## src/rtl/muldiv_stim_gen.sv

```systemverilog
// Pseudo-random request sequencer for the MulDiv unit: issues one request at a time,
// optionally kills it, checks response tags and folds response data into a signature.
module muldiv_stim_gen #(
  parameter int unsigned TIMEOUT = 255
) (
  input  logic        clock,
  input  logic        reset,
  input  logic        start,
  input  logic [15:0] num_ops,
  input  logic [31:0] seed,
  input  logic [7:0]  kill_every,
  input  logic        cfg_dw,
  input  logic        io_req_ready,
  output logic        io_req_valid,
  output logic [3:0]  io_req_bits_fn,
  output logic        io_req_bits_dw,
  output logic [31:0] io_req_bits_in1,
  output logic [31:0] io_req_bits_in2,
  output logic [4:0]  io_req_bits_tag,
  output logic        io_kill,
  output logic        io_resp_ready,
  input  logic        io_resp_valid,
  input  logic [31:0] io_resp_bits_data,
  input  logic [4:0]  io_resp_bits_tag,
  output logic        busy,
  output logic        done,
  output logic        tag_error,
  output logic        timeout_error,
  output logic [15:0] ops_done,
  output logic [15:0] ops_killed,
  output logic [31:0] signature
);

  localparam logic [31:0] LFSR_TAPS = 32'h8020_0003;
  localparam logic [31:0] SEED2_MIX = 32'h9E37_79B9;
  localparam logic [7:0]  WAIT_LAST = 8'(TIMEOUT - 32'd1);

  typedef enum logic [2:0] {
    ST_IDLE  = 3'd0,
    ST_ISSUE = 3'd1,
    ST_KILL  = 3'd2,
    ST_WAIT  = 3'd3,
    ST_DONE  = 3'd4
  } state_t;

  state_t      r_state;
  state_t      w_state_nxt;

  logic [15:0] r_num_ops;
  logic [15:0] r_issued;
  logic [15:0] r_ops_done;
  logic [15:0] r_ops_killed;
  logic [31:0] r_lfsr1;
  logic [31:0] r_lfsr2;
  logic [31:0] r_signature;
  logic        r_tag_error;
  logic        r_timeout_error;
  logic [7:0]  r_wait_cnt;

  logic        w_start_ok;
  logic        w_fire;
  logic        w_resp;
  logic        w_timeout;
  logic        w_more;
  logic        w_kill_hit;
  logic [15:0] w_issued_nxt;
  logic [4:0]  w_exp_tag;
  logic [31:0] w_init_l1;
  logic [31:0] w_init_l2_raw;
  logic [31:0] w_init_l2;

  function automatic logic [31:0] lfsr_step(input logic [31:0] l);
    return (l >> 1) ^ (l[0] ? LFSR_TAPS : 32'h0000_0000);
  endfunction

  // A zero LFSR would lock up, so both seeds are forced non-zero.
  assign w_init_l1     = (seed == 32'h0000_0000) ? 32'h0000_0001 : seed;
  assign w_init_l2_raw = w_init_l1 ^ SEED2_MIX;
  assign w_init_l2     = (w_init_l2_raw == 32'h0000_0000) ? 32'h0000_0001 : w_init_l2_raw;

  assign w_start_ok   = start && ((r_state == ST_IDLE) || (r_state == ST_DONE));
  assign w_fire       = (r_state == ST_ISSUE) && io_req_ready;
  assign w_resp       = (r_state == ST_WAIT) && io_resp_valid;
  assign w_timeout    = (r_state == ST_WAIT) && !io_resp_valid && (r_wait_cnt == WAIT_LAST);
  assign w_more       = (r_issued < r_num_ops);
  assign w_issued_nxt = r_issued + 16'd1;
  assign w_exp_tag    = r_issued[4:0] - 5'd1;
  assign w_kill_hit   = (kill_every != 8'd0) &&
                        ((w_issued_nxt % {8'd0, kill_every}) == 16'd0);

  // State register
  always_ff @(posedge clock) begin
    if (reset) begin
      r_state <= ST_IDLE;
    end else begin
      r_state <= w_state_nxt;
    end
  end

  // Next-state decode
  always_comb begin
    w_state_nxt = r_state;
    case (r_state)
      ST_IDLE, ST_DONE: begin
        if (start) begin
          w_state_nxt = (num_ops != 16'd0) ? ST_ISSUE : ST_DONE;
        end else begin
          w_state_nxt = r_state;
        end
      end
      ST_ISSUE: begin
        if (io_req_ready) begin
          w_state_nxt = w_kill_hit ? ST_KILL : ST_WAIT;
        end else begin
          w_state_nxt = ST_ISSUE;
        end
      end
      ST_KILL: begin
        w_state_nxt = w_more ? ST_ISSUE : ST_DONE;
      end
      ST_WAIT: begin
        if (io_resp_valid) begin
          w_state_nxt = w_more ? ST_ISSUE : ST_DONE;
        end else if (r_wait_cnt == WAIT_LAST) begin
          w_state_nxt = ST_DONE;
        end else begin
          w_state_nxt = ST_WAIT;
        end
      end
      default: begin
        w_state_nxt = ST_IDLE;
      end
    endcase
  end

  // Run length, issue index and operand LFSRs
  always_ff @(posedge clock) begin
    if (reset) begin
      r_num_ops <= 16'd0;
      r_issued  <= 16'd0;
      r_lfsr1   <= 32'h0000_0000;
      r_lfsr2   <= 32'h0000_0000;
    end else if (w_start_ok) begin
      r_num_ops <= num_ops;
      r_issued  <= 16'd0;
      r_lfsr1   <= w_init_l1;
      r_lfsr2   <= w_init_l2;
    end else if (w_fire) begin
      r_issued  <= w_issued_nxt;
      r_lfsr1   <= lfsr_step(r_lfsr1);
      r_lfsr2   <= lfsr_step(r_lfsr2);
    end
  end

  // Result counters, sticky error flags and response signature
  always_ff @(posedge clock) begin
    if (reset || w_start_ok) begin
      r_ops_done      <= 16'd0;
      r_ops_killed    <= 16'd0;
      r_signature     <= 32'h0000_0000;
      r_tag_error     <= 1'b0;
      r_timeout_error <= 1'b0;
    end else begin
      if (r_state == ST_KILL) begin
        r_ops_killed <= r_ops_killed + 16'd1;
      end
      if (w_resp) begin
        if (io_resp_bits_tag != w_exp_tag) begin
          r_tag_error <= 1'b1;
        end
        r_signature <= {r_signature[30:0], r_signature[31]} ^ io_resp_bits_data;
        r_ops_done  <= r_ops_done + 16'd1;
      end
      if (w_timeout) begin
        r_timeout_error <= 1'b1;
      end
    end
  end

  // Watchdog: restarts from zero on every entry into WAIT
  always_ff @(posedge clock) begin
    if (reset) begin
      r_wait_cnt <= 8'd0;
    end else if (r_state == ST_WAIT) begin
      r_wait_cnt <= r_wait_cnt + 8'd1;
    end else begin
      r_wait_cnt <= 8'd0;
    end
  end

  assign io_req_valid    = (r_state == ST_ISSUE);
  assign io_kill         = (r_state == ST_KILL);
  assign io_resp_ready   = (r_state == ST_WAIT);
  assign busy            = (r_state == ST_ISSUE) || (r_state == ST_KILL) || (r_state == ST_WAIT);
  assign done            = (r_state == ST_DONE);
  assign io_req_bits_fn  = {1'b0, r_issued[2:0]};
  assign io_req_bits_tag = r_issued[4:0];
  assign io_req_bits_dw  = cfg_dw;
  assign io_req_bits_in1 = r_lfsr1;
  assign io_req_bits_in2 = r_lfsr2;
  assign tag_error       = r_tag_error;
  assign timeout_error   = r_timeout_error;
  assign ops_done        = r_ops_done;
  assign ops_killed      = r_ops_killed;
  assign signature       = r_signature;

endmodule

```

## config.mk

```make
export PLATFORM = sky130hd
export DESIGN_NAME = muldiv_stim_gen
export DESIGN_NICKNAME = d
export VERILOG_FILES = /design/src/rtl/muldiv_stim_gen.sv
export SDC_FILE = /design/constraint.sdc
export NUM_CORES = 1
export LEC_CHECK = 0
export BUFFER_PORTS_ARGS = -buffer_cell sky130_fd_sc_hd__buf_2
export CAP_MARGIN = 10
export CELL_PAD_IN_SITES_DETAIL_PLACEMENT = 0
export CELL_PAD_IN_SITES_GLOBAL_PLACEMENT = 1
export CORE_MARGIN = 4
export CORE_UTILIZATION = 30
export CTS_BUF_LIST = sky130_fd_sc_hd__clkbuf_2 sky130_fd_sc_hd__clkbuf_4 sky130_fd_sc_hd__clkbuf_8
export CTS_CLUSTER_DIAMETER = 30
export DETAILED_ROUTE_END_ITERATION = 12
export HOLD_SLACK_MARGIN = 0.12
export PLACE_DENSITY_LB_ADDON = 0.1
export RECOVER_POWER = 50
export SLEW_MARGIN = 10
export SYNTH_ARGS = -nofsm -noshare
export SYNTH_HDL_FRONTEND = slang
export SYNTH_SLANG_ARGS = --single-unit
```

## constraint.sdc

```tcl
create_clock -name clock -period 63.8 [get_ports clock]
set_input_delay 12.76 -clock clock [delete_from_list [all_inputs] [get_ports clock]]
set_output_delay 12.76 -clock clock [all_outputs]
set_load 0.01 [all_outputs]
```

### Yosys cells after proc, flatten, opt, wreduce, memory -nomap -nowiden

Cells that the tools add are included.

| storage, ports and cells | value |
|---|---|
| logic and storage cells | 68 |
| output and inout bits | 145 |
| register bits after elaboration | 173 |
| input bits | 99 |

| operators by class | value |
|---|---|
| magnitude comparators | 1 |
| equal/unequal tests | 7 |
| add/sub/neg operators | 5 |
| mux-type cells | 16 |
| reduce and logical (&&, ||, !) cells | 22 |
| bitwise logic cells | 5 |
| divide/modulo/power cells | 1 |

Operators by type and width:

| cell | number |
|---|---|
| 32-bit 2-to-1 mux | 8 |
| 32-bit zero test | 2 |
| 31-bit by 32-bit bitwise XOR with 32-bit output | 2 |
| 16-bit by 1-bit adder with 16-bit output, second input constant | 3 |
| 32-bit bitwise XOR | 1 |
| 20-bit inverter | 1 |
| 16-bit zero test | 1 |
| 16-bit < comparator | 1 |
| 16-bit by 8-bit modulo with 16-bit output | 1 |
| 16-bit nonzero test | 1 |
| 3-bit 2-to-1 mux | 5 |
| 3-bit case mux with 4 select lines | 1 |
| 8-bit by 1-bit adder with 8-bit output, second input constant | 1 |
| 8-bit equality test, second input constant | 1 |
| 8-bit nonzero test | 1 |
| 3-bit by 2-bit equality test with 1-bit output, second input constant | 2 |
| 1-bit logical AND | 6 |
| 2-bit OR reduction | 3 |
| 5-bit inequality test | 1 |
| 5-bit by 1-bit subtractor with 5-bit output, second input constant | 1 |
| 1-bit logical OR | 4 |
| 3-bit by 1-bit equality test with 1-bit output, second input constant | 1 |
| 3-bit equality test, second input constant | 1 |
| 3-bit zero test | 1 |
| 7 further kinds | 7 |

### Depth between registers and ports, before layout

| depth | value |
|---|---|
| word-level depth | 7 |
| depth in mapped cells | 162 |
| mapped depth without buffers | 151 |

### Worst setup path before layout

Ideal clock, no wire load.

| timing | value |
|---|---|
| path kind | input to register |
| start | input port kill_every[0] |
| end | register r_state[0] |
| path buffers | 10 |
| stages | 150 |
| setup slack | 21244 ps |
| data arrival time | 42434 ps |
| path through | inv_1 -> ha_1 -> nor4b_1 -> a21boi_0 -> mux2i_1 -> o21ai_0 -> inv_1 -> ha_1 -> o21ai_0 -> a21oi_1 -> nor2_1 -> a21oi_1 -> ha_1 -> or3_1 -> nand4b_1 -> o21ai_0 -> ha_1 -> o211ai_1 -> [... 114 more ...] -> nor3_2 -> nand4_4 -> clkbuf_1 -> mux2i_1 -> ha_1 -> a21o_1 -> a21o_1 -> a21oi_1 -> o21bai_1 -> a21oi_1 -> o21bai_1 -> xor2_1 -> or4_1 -> or3_1 -> mux2i_1 -> nor4_1 -> a32oi_1 -> o21ai_1 |

| on the way | value |
|---|---|
| cells in the longest elaborated chain, start to end | 6 |
| elaborated cells on any way between the ends | 7 |

RTL lines:

| element | RTL line | text |
|---|---|---|
| start, declared | 11 | `input logic [7:0] kill_every,` |
| 16-bit by 8-bit modulo with 16-bit output | 89 | `((w_issued_nxt % {8'd0, kill_every}) == 16'd0);` |
| 16-bit zero test | 89 |  |
| 1-bit logical AND (*) | 88 | `assign w_kill_hit = (kill_every != 8'd0) &&` |
| 1-bit 2-to-1 mux (*) | 113 | `w_state_nxt = w_kill_hit ? ST_KILL : ST_WAIT;` |
| 2-bit 2-to-1 mux (*) | 112 | `if (io_req_ready) begin` |
| 3-bit case mux with 4 select lines (*) | 103 | `case (r_state)` |
| end signal, assigned | 96 | `r_state <= w_state_nxt;` |
| end, declared | 46 | `state_t r_state;` |

Mark *: on every way between the ends. The rest lies on a longest branch, timed or not.
A chain may end at the register's enable or synchronous reset.

### Worst setup path after layout

Ends and elaborated chain as after synthesis.

==> flow_summary.toml <==
[run_status]
run_status = "finished with violations"
violations = "capacitance limit, slew limit"

[grt]
grt_use_met3 = 0.05880
grt_pass1_vias = 13900
grt.overflow.total = 0
grtUsageMet2 = 0.3075
grt_max_degree = 95
grt-busiest-layer = "met2"
grt.total_usage = 0.1846
use_met1 = 0.2343
grt_pass1_wl_um = 76220
antenna_found_initial = 11

[worst_hold_path]
hp-start = "r_num_ops[4]"
min_to = "r_num_ops[4]"
worstHoldPathType = "flip-flop to flip-flop"
hold_depth = 2

[clocking]
cts_tree = "built"
htree_levels = 4
cts_made_buffers = 17
ctsHoldBuffers = 0
ctsResizeCount = 0
clkSinkCount = 173
cts_setup_buffers = 0
cts_root_buf = "clkbuf_8"
clk_latency_ns = 0.48
path_clk_slew_ns = 0.09
clk_path_buf_depth = 2

[die]
core_um2 = 47650
start_util = 0.3025
rows = 80
die_x_um = 227.2
dieArea_um2 = 51610
die_y_um = 227.2
io_pins = 244

[pwr]
ir_drop_uv = 65.21
leakage_uw = 0.006725
power.share.clock = 0.083
pwr-share-seq = 0.128
switching_share = 0.5219
power_frac_comb = 0.788
power_density_nw_per_um2 = 65.04
p_sw_uw = 558.1
intPower_uw = 511.4

[sta]
skew_ns = 0.008542
post-route-period-util = 0.7284
max_freq_mhz = 21.52
hold_viol = 0
slew_headroom = -1.811
maxSlewViolCount = 299
rsz0062_at_grt = "no"
hold-worst-slack_ns = 0.4579
setup_viol = 0
setup_tns_ns = 0
period_minus_slack_ns = 46.47
worst_slew_pin_slew_ns = 4.216

[synth]
syn_inst = 1885
synth_cell_types = 94
async_flop_share = 0
synth_area_leader_cell = "dfxtp_1"
synth_most_common_cell = "nand2_1"
synthesis.nets = 2108
netlist.area_leader.share = 0.2403
avgSynthCellArea_um2 = 7.646
synth_area_um2 = 14410
synth_edf_count = 0
synth_area_leaders = "dfxtp_1 24%, ha_1 11%, nand2_1 6.5%, nor2_1 5.7%, xnor2_1 5.0%"
ys_ff_latch = 173
yosys_warnings = 0
synth_common_cells = "248 x nand2_1, 217 x nor2_1, 173 x dfxtp_1"
seq_area_frac_synth = 0.2403
synth-main-ff-cell = "dfxtp_1"

[drt]
ant_nets = 0
routedWlPerCell_um = 18.06
drt_iter0_markers = 600
dr.pass1.iters = 5
dr_total_vias = 14180
avgViaCountPerCell = 5.252
drc = 0
routed_wl_um = 48750

[finish]
fin_nets = 2290
drive_above_1_share = 0.1347
finalInstanceArea_um2 = 16440
fillers = 5188
syn_to_final_growth_pct = 14.10

[critical_path]
start_kind = "input port"
crit_arrival_ns = 46.84
critPathKind = "input port to flip-flop"
rrSetupSlack_ns = 28.22
endpoint_kind = "flip-flop"
required_ns = 64.17
crit_slowest_cell = "a21oi_1"
ff2ff_path_depth = 140
cpPeakStageDelay_ns = 0.82
worstReg2RegStart = "r_issued[0]"
cp_max_fo = 16
cpMostUsedCell = "o21a_1"
reg2reg_to = "r_state[0]"

[placement]
routabilityCongestion = 0.8579
hpwl_um = 37720
io_buffers = 240
detailed_place.area_um2 = 16080

[run]
drv_cap = 4
per-layer routing:
| layer | up-vias | share of wire |
|---|---|---|
| met5 | - | 0.0017 |
| met4 | 14 | 0.016 |
| met3 | 56 | 0.066 |
| met2 | 280 | 0.46 |
| met1 | 6636 | 0.45 |
| li1 | 7189 | - |
flip-flops by register name (all words and copies together) (netlist names):
| register | cells |
|---|---|
| ops_killed | 16 |
| ops_done | 16 |
| io_req_bits_in1 | 32 |
| timeout_error | 1 |
| io_req_bits_in2 | 32 |
| r_wait_cnt | 8 |
| r_state | 3 |
| r_issued | 16 |
| tag_error | 1 |
| r_num_ops | 16 |
| signature | 32 |
power groups by stage:
stage               clock network (µW)  registers (µW)  logic (µW)
floorplan                            0             141         655
global placement                     0             140         832
detailed placement                   0             139         836
CTS                               92.9             137         840
global route                      97.1             140         942
finish                            89.0             137         843
cell type report:
cell class,count,area (µm²),area share
Tap cell,615,769.5,0.04679
Inverter,57,214.0,0.01301
Sequential cell,173,3463,0.2106
Antenna cell,5,12.51,0.0007609
Timing Repair Buffer,251,1195,0.07266
Clock buffer,22,296.5,0.01803
Multi-Input combinational cell,1567,10340,0.6286
Clock inverter,9,157.7,0.009587
worst max path at each step:
stage                  start    endpoint  slack, ns
2_1_floorplan  kill_every[0]  r_state[0]      21.24
3_3_place_gp   kill_every[0]  r_state[0]      17.78
3_5_place_dp   kill_every[0]  r_state[0]      17.01
4_1_cts        kill_every[0]  r_state[0]      17.43
5_1_grt        kill_every[0]  r_state[0]      13.71
6_report       kill_every[0]  r_state[0]      17.33
kinds of logic (layout without fill, tap and decap cells):
kind of cell | after synthesis | after routing | synth area share
AOI/OAI and AO/OA | 482 | 482 | 0.2277
xor gates and xnor gates | 144 | 144 | 0.08751
DFF | 173 | 173 | 0.2403
muxes | 50 | 50 | 0.03933
other | 1 | 6 | 0.0002602
and+or+nand+nor | 766 | 766 | 0.2538
buffers and inverters | 145 | 339 | 0.04289
adders and majority gates | 124 | 124 | 0.1082
critical path: cells and delay by family:
| family | cells | cell delay (ns) |
|---|---|---|
| adder cells (fa/ha/maj) | 16 | 4.69 |
| multiplexers | 8 | 3.36 |
| XOR/XNOR | 1 | 0.17 |
| AND/OR/NAND/NOR | 31 | 7.68 |
| buffers and inverters | 6 | 0.72 |
| AO/OA/AOI/OAI | 78 | 17.32 |
cells in the final DEF (no fill, tap or decap), drive strengths merged, types with 10 or more instances in the layout:
master	instances
mux2	27
inv	58
nand2	248
buf	186
a21o	37
a31oi	31
ha	123
dfxtp	173
a211oi	49
o31ai	13
xnor2	83
a21boi	10
nand3	51
o21bai	20
o21ai	65
xor2	61
mux2i	23
nor3	54
a311oi	20
and2	17
or3	29
and3	14
nor2	218
nand2b	21
o21a	45
nor2b	14
nand4	36
nor4	27
o211ai	14
a21oi	124
clkbuf	87
through the flow:
stage	total power (µW)	cells	utilization	setup slack, ns
3_5_place_dp	975.5	2663	0.3375	17.01
6_report	1069	2699	0.3451	17.33
3_3_place_gp	971.1	2663	0.3375	17.78
4_1_cts	1071	2694	0.3471	17.43
5_1_grt	1179	2698	0.3451	13.71
2_1_floorplan	796.1	1885	-	21.24
Power figures use the tool's default switching activity.
